File: config.mk
export PLATFORM = sky130hd
export DESIGN_NAME = wall_map_engine
export DESIGN_NICKNAME = d
export VERILOG_FILES = /design/src/rtl/wall_map_engine.sv
export SDC_FILE = /design/constraint.sdc
export NUM_CORES = 2
export LEC_CHECK = 0
export ABC_CLOCK_PERIOD_IN_PS = 18000
export BUFFER_PORTS_ARGS = -buffer_cell sky130_fd_sc_hd__buf_2
export CAP_MARGIN = 20
export CORE_AREA = 2 2 342 344
export DETAILED_ROUTE_END_ITERATION = 6
export DIE_AREA = 0 0 344 346
export PLACE_DENSITY = 0.46
export SLEW_MARGIN = 0
export SYNTH_ARGS = -nofsm -noshare
export SYNTH_HDL_FRONTEND = slang
export SYNTH_SLANG_ARGS = --single-unit
File: constraint.sdc
create_clock -name Clk -period 18 [get_ports Clk]
set_input_delay 1.8 -clock Clk [delete_from_list [all_inputs] [get_ports Clk]]
set_output_delay 1.8 -clock Clk [all_outputs]
set_load 0.01 [all_outputs]
File: src/rtl/wall_map_engine.sv
// Pipelined wall map: N_RECT programmable rectangles, double-buffered config, 2-cycle pixel latency.
// Optional WALL_MAP_HIT_ID_EN adds a hit_id output carrying the winning rectangle index.
module wall_map_engine #(
    parameter int unsigned N_RECT = 8,
    parameter int unsigned TILE_W = 176,
    parameter int unsigned TILE_H = 71,
    parameter int unsigned ADDR_W = 14
) (
    input  logic              Clk,
    input  logic              Reset,
    input  logic              frame_start,
    input  logic              pix_valid,
    input  logic [9:0]        DrawX,
    input  logic [9:0]        DrawY,
    input  logic              cfg_we,
    input  logic [3:0]        cfg_idx,
    input  logic [2:0]        cfg_field,
    input  logic [9:0]        cfg_data,
    output logic              commit_pending,
    output logic              out_valid,
    output logic              is_Wall,
    output logic [ADDR_W-1:0] Wall_address
`ifdef WALL_MAP_HIT_ID_EN
    ,
    output logic [3:0]        hit_id
`endif
);

    logic [N_RECT-1:0][9:0] sh_x0_q, sh_x1_q, sh_y0_q, sh_y1_q;
    logic [N_RECT-1:0][9:0] act_x0_q, act_x1_q, act_y0_q, act_y1_q;
    logic [N_RECT-1:0]      sh_en_q, act_en_q;
    logic                   pending_q;
    logic                   cfg_ok;

    logic                   s1_valid_q;
    logic [9:0]             s1_x_q, s1_y_q;
    logic [N_RECT-1:0]      s1_hit_q, hit_d;

    logic                   out_valid_q, is_wall_q;
    logic [ADDR_W-1:0]      addr_q, addr_d;

    // Writes to nonexistent rectangles or reserved fields are dropped entirely.
    assign cfg_ok = cfg_we && (32'(cfg_idx) < N_RECT) && (cfg_field <= 3'd4);

    always_comb begin
        hit_d = '0;
        for (int i = 0; i < int'(N_RECT); i++) begin
            hit_d[i] = act_en_q[i]
                    && (DrawX >= act_x0_q[i]) && (DrawX < act_x1_q[i])
                    && (DrawY >= act_y0_q[i]) && (DrawY < act_y1_q[i]);
        end
    end

    assign addr_d = ADDR_W'((32'(s1_x_q) % TILE_W) + (32'(s1_y_q) % TILE_H) * TILE_W);

`ifdef WALL_MAP_HIT_ID_EN
    logic [3:0] id_d, id_q;

    always_comb begin
        id_d = '0;
        for (int i = int'(N_RECT) - 1; i >= 0; i--) begin
            if (s1_hit_q[i]) id_d = 4'(i);
        end
    end

    always_ff @(posedge Clk) begin
        if (Reset) begin
            id_q <= '0;
        end else if (s1_valid_q) begin
            id_q <= id_d;
        end
    end

    assign hit_id = id_q;
`endif

    always_ff @(posedge Clk) begin
        if (Reset) begin
            sh_x0_q     <= '0;
            sh_x1_q     <= '0;
            sh_y0_q     <= '0;
            sh_y1_q     <= '0;
            sh_en_q     <= '0;
            act_x0_q    <= '0;
            act_x1_q    <= '0;
            act_y0_q    <= '0;
            act_y1_q    <= '0;
            act_en_q    <= '0;
            pending_q   <= 1'b0;
            s1_valid_q  <= 1'b0;
            s1_x_q      <= '0;
            s1_y_q      <= '0;
            s1_hit_q    <= '0;
            out_valid_q <= 1'b0;
            is_wall_q   <= 1'b0;
            addr_q      <= '0;
        end else begin
            // Commit reads the pre-write shadow, so a same-edge write stays pending.
            if (frame_start && pending_q) begin
                act_x0_q <= sh_x0_q;
                act_x1_q <= sh_x1_q;
                act_y0_q <= sh_y0_q;
                act_y1_q <= sh_y1_q;
                act_en_q <= sh_en_q;
            end
            if (cfg_ok) begin
                pending_q <= 1'b1;
                for (int i = 0; i < int'(N_RECT); i++) begin
                    if (cfg_idx == 4'(i)) begin
                        case (cfg_field)
                            3'd0:    sh_x0_q[i] <= cfg_data;
                            3'd1:    sh_x1_q[i] <= cfg_data;
                            3'd2:    sh_y0_q[i] <= cfg_data;
                            3'd3:    sh_y1_q[i] <= cfg_data;
                            default: sh_en_q[i] <= cfg_data[0];
                        endcase
                    end
                end
            end else if (frame_start) begin
                pending_q <= 1'b0;
            end

            s1_valid_q <= pix_valid;
            if (pix_valid) begin
                s1_x_q   <= DrawX;
                s1_y_q   <= DrawY;
                s1_hit_q <= hit_d;
            end

            out_valid_q <= s1_valid_q;
            if (s1_valid_q) begin
                is_wall_q <= |s1_hit_q;
                addr_q    <= (|s1_hit_q) ? addr_d : '0;
            end
        end
    end

    assign commit_pending = pending_q;
    assign out_valid      = out_valid_q;
    assign is_Wall        = is_wall_q;
    assign Wall_address   = addr_q;

endmodule
# Word level (Yosys, flattened, before mapping)
# Index checks and enable logic that the tools add are counted.
# op_classes
eq_ne	10
n_lt_le_gt_ge	34
bitwise	1
muxes	3
mul	1
n_addsub	1
div_mod_pow	2
reduce_logical	80
# op_table
cell	n
greater-or-equal comparator 10 bit	16
less-than comparator 10 bit	16
AND reduction 3 bit	40
logical AND 1 bit	35
remainder unit 10 x 7 -> 32 bit, second input constant	1
remainder unit 10 x 8 -> 32 bit, second input constant	1
multiplier 32 x 4 -> 10 bit, second input constant	1
equality test 4 x 3 -> 1 bit, second input constant	4
adder 14 bit	1
two-way mux 14 bit	1
equality test 4 x 2 -> 1 bit, second input constant	2
OR reduction 8 bit	1
equality test 3 x 2 -> 1 bit, second input constant	2
equality test 4 x 1 -> 1 bit, second input constant	1
zero test 4 bit	1
less-than comparator 4 bit, second input constant	1
OR reduction 4 bit	1
equality test 3 x 1 -> 1 bit, second input constant	1
less-or-equal comparator 3 bit, second input constant	1
zero test 3 bit	1
two-way mux 1 bit	2
nonzero test 2 bit	1
inverter 1 bit	1
# word_totals
input_bits	42
word_cells	213
ff_bits	702
out_inout_bits	17

# Depth between registers and ports, before layout
# logic_depth
depth_word	5
mapped_depth	42
ltp_nobuf	39

# Least setup slack after synthesis
# Ideal clock, no wire load.
# synth_timing
kind	register -> register
startpoint	register s1_y_q[6]
endpoint	register addr_q[13], in the netlist Wall_address[13]
period_less_slack_ns	7.775
path_buffers	3
stages_incl_launch_ff	38
setup_slack_ns	10.225
setup_time_ns	0.087
required_time_ns	17.913
arrival_time_ns	7.688
path_cell_list	dfxtp_1 > buf_6 > nor3_1 > and2_1 > buf_2 > inv_1 > ha_1 > nand2b_1 > a221oi_1 > nand3_1 > o21ai_0 > or2_2 > inv_1 > ha_1 > a211oi_2 > o21a_1 > nand2_1 > mux2i_1 > (+2 left out) > buf_2 > mux2_1 > ha_1 > fa_1 > ha_1 > a21o_1 > a21oi_1 > o21bai_1 > a21oi_1 > xnor2_1 > ha_1 > a21oi_1 > o21ai_0 > xnor2_1 > xnor2_1 > and3_1 > o21ba_1 > o31ai_1
# synth_between
elab_chain_cells	4
# synth_rtl
item	line_no	rtl
start, declared	36	logic [9:0] s1_x_q, s1_y_q;
start signal, assigned	126	s1_y_q <= DrawY;
remainder unit 10 x 7 -> 32 bit	54	assign addr_d = ADDR_W'((32'(s1_x_q) % TILE_W) + (32'(s1_y_q) % TILE_H) * TILE_W);
multiplier 32 x 4 -> 10 bit	54	
adder 14 bit	54	
two-way mux 14 bit	133	addr_q <= (|s1_hit_q) ? addr_d : '0;
end signal, assigned	133	
end, declared	40	logic [ADDR_W-1:0] addr_q, addr_d;
# No other way between the ends.
# A chain may end at the register's enable or synchronous reset.

# Worst setup path in the final report
# layout_timing
startpoint	register s1_y_q[3]
endpoint	register addr_q[13], in the netlist Wall_address[13]
# Same word-level chain as after synthesis.

==> out/results.ini <==
[layout]
final_common_cell=nand2_1
final_core_util_pct=33.60
fin_area_sq_mm=0.03878
fillers=12237
fin_nets=4440
final_cell_mix=nand2_1 (767), dfxtp_1 (702), a21oi_1 (455)
area_growth_pct=12.70
multi_input_area_sq_mm=0.01827
area.sequential_sq_mm=0.01405
drive_above_1_share_pct=6.353

[placed_design]
dpl_cell_area_sq_mm=0.03609
port_buffers=58
dpl.hpwl_mm=53.40
place.gp.congestion=0.7731
post-place-ws_ns=9.177

[pwr]
seq_power_share_pct=37.5
clock_power_share_pct=40.0
peakVddDrop_v=0.0001119
power.switching_uw=1222
p_leak_uw=0.01493
netSwitchingFraction_pct=29.30
power_frac_comb_pct=22.5
power_density_mw_per_mm2=107.6
p_int_uw=2950

[routing]
wl_met1_mm=44.72
dr_total_vias=26007
via_per_inst=4.604
drc=0
drtAntennaViolNets=0
highest-signal-layer=met5
wl_per_cell_um=16.14
wl_met3_mm=3.057
drt_iter0_markers=1220
met2WireLength_mm=42.05
drt-pass1-iter-count=5
wirelength_mm=91.20

[clock_tree]
htreeDepth=3
insertion_delay_ns=0.64
cts_hold_buf=0
clkSinkCount=702
cts_tree=done
clk_pin_slew_ns=0.06
cts_buffer_depth=3
post-cts-setup-buffer-count=0
ctsRootBufferMaster=clkbuf_16
numCtsBuffers=82
cts-resized-gates=0

[worst_setup_path]
arrival_ns=9.41
path_class=reg -> reg
slowest_stage=dfxtp_1
reg2regPathDepth=34
crit_top_cell=ha_1
startpoint_type=flip-flop
slowest_delay_ns=0.67
cp_top_family=compound AO/OA/AOI/OAI gates
crit_buf_inv=2
path_max_fanout=16
crit_required_ns=18.55
worst-path-stages=34
timing.reg2reg.setup_slack_ns=9.14
endpoint_kind=flip-flop

[sta]
rsz0062_at_grt=false
finalSetupViolations=0
min_period_ns=8.858
finalCritPeriodShare_pct=49.21
drv_slew=0
relSlewSlack_pct=26.39
clock_skew_ns=0.02616
hold_viol_final=0
finalWorstSetupSlack_ns=9.142
whs_ns=0.4360
tns_ns=0
tightest_slew_ns=1.104
max_freq_mhz=112.9

[floorplan]
core_area_sq_mm=0.1154
initial_core_util_pct=29.81
die_area_sq_mm=0.1190
die_x_um=344
die_h_um=346
io_pins=59
rows=125

[synth]
avgSynthCellArea_sq_um=8.387
synth_edf_count=0
ys_seq_area_share_pct=40.84
ys_warn_count=0
synth-seq-cells=702
ys_types=85
postSynthNetCount=4484
synth_ff_type=dfxtp_1
synth_cells=4103
synth_area_sq_mm=0.03441
async_flop_share_pct=0

[outcome]
status=completed

[global_routing]
antenna_found_initial=5
grt_pass1_wl_mm=143.9
grt_max_degree=209
grt_pass1_vias=24678
grt_overflow=0
grt_usage_pct=15.21

[worst_hold_path]
hold_path.class=reg -> reg
holdPathStages=2

[job]
max_cap_viol_count=0

==> area by class of cell <==
cell class	count	share of cell area, %
antenna	1	0.006452
sequential	702	36.23
tap	1524	4.916
clock inverter	28	0.7388
inverter	325	3.145
clock buffer	121	6.191
timing repair buffer	98	1.652
multi-input combinational	2850	47.12
==> power groups by stage <==
stage                     Combinational, uW  Clock (uW)  Sequential (uW)
final                                   938        1670             1570
after CTS                               955        1730             1570
after floorplan                         762           0             1590
after global placement                  937           0             1600
after detailed placement                948           0             1600
after global routing                   1070        1790             1570
==> routing by layer <==
| metal | vias up | GRT usage, % |
|---|---|---|
| li1 | 13472 | - |
| met1 | 12133 | 20.88 |
| met2 | 300 | 25.11 |
| met3 | 98 | 2.108 |
| met4 | 4 | 3.452 |
| met5 | - | 0 |
==> stage by stage <==
stage | total power [uW] | cells
finish | 4172 | 5649
global route | 4430 | 5648
CTS | 4250 | 5648
detailed placement | 2549 | 5499
global placement | 2538 | 5498
floorplan | 2356 | 4103
==> worst register-to-register path, delay by kind of cell, from the launching register on <==
| kind | cells | cell delay [ns] |
|---|---|---|
| buffers and inverters | 2 | 0.15 |
| adders and majority gates | 6 | 1.92 |
| muxes | 2 | 0.64 |
| AOI/OAI and AO/OA | 12 | 2.59 |
| DFF | 1 | 0.67 |
| and+or+nand+nor | 9 | 2.35 |
| xor gates and xnor gates | 3 | 0.46 |
==> cell families after synthesis <==
family / Yosys count / synth area share, %
flops: 702 / 40.84
buf+inv: 551 / 6.119
fa+ha+maj: 340 / 12.51
mux: 320 / 9.315
compound gates: 776 / 13.55
simple gates: 1371 / 16.55
xor+xnor: 43 / 1.116
==> synthesized netlist by cell type (all sizes together) (17+ instances only) <==
| cell | instances | area (sq um) |
|---|---|---|
| xor2 | 17 | 156.4 |
| nor2b | 39 | 244.0 |
| inv | 324 | 1216 |
| a21oi | 458 | 2311 |
| a22oi | 18 | 140.1 |
| nor3 | 22 | 115.1 |
| nand3 | 36 | 192.7 |
| a21o | 182 | 1366 |
| mux2i | 318 | 3183 |
| nand2b | 66 | 412.9 |
| xnor2 | 26 | 227.7 |
| nor2 | 383 | 1438 |
| buf | 23 | 122.6 |
| dfxtp | 702 | 14050 |
| ha | 332 | 4154 |
| clkbuf | 203 | 763.2 |
| nand2 | 768 | 2883 |
| o21ai | 55 | 286.5 |
==> final timing paths <==
check,from,endpoint
worst min-delay path,sh_x0_q[29],act_x0_q[29]
worst min register to register,sh_x0_q[29],act_x0_q[29]
worst max register to register,s1_y_q[3],Wall_address[13]
worst max-delay path,s1_y_q[3],Wall_address[13]
==> state kept, by name, summed over array words and instances, names as in the netlist, 8 cells and up <==
register,flops
sh_y0_q,80
sh_x0_q,80
s1_hit_q,8
act_x0_q,80
Wall_address,14
act_en_q,8
sh_en_q,8
sh_x1_q,80
s1_y_q,10
act_y1_q,80
act_y0_q,80
s1_x_q,10
sh_y1_q,80
act_x1_q,80
Note: power is estimated with default switching activity, not from simulation.
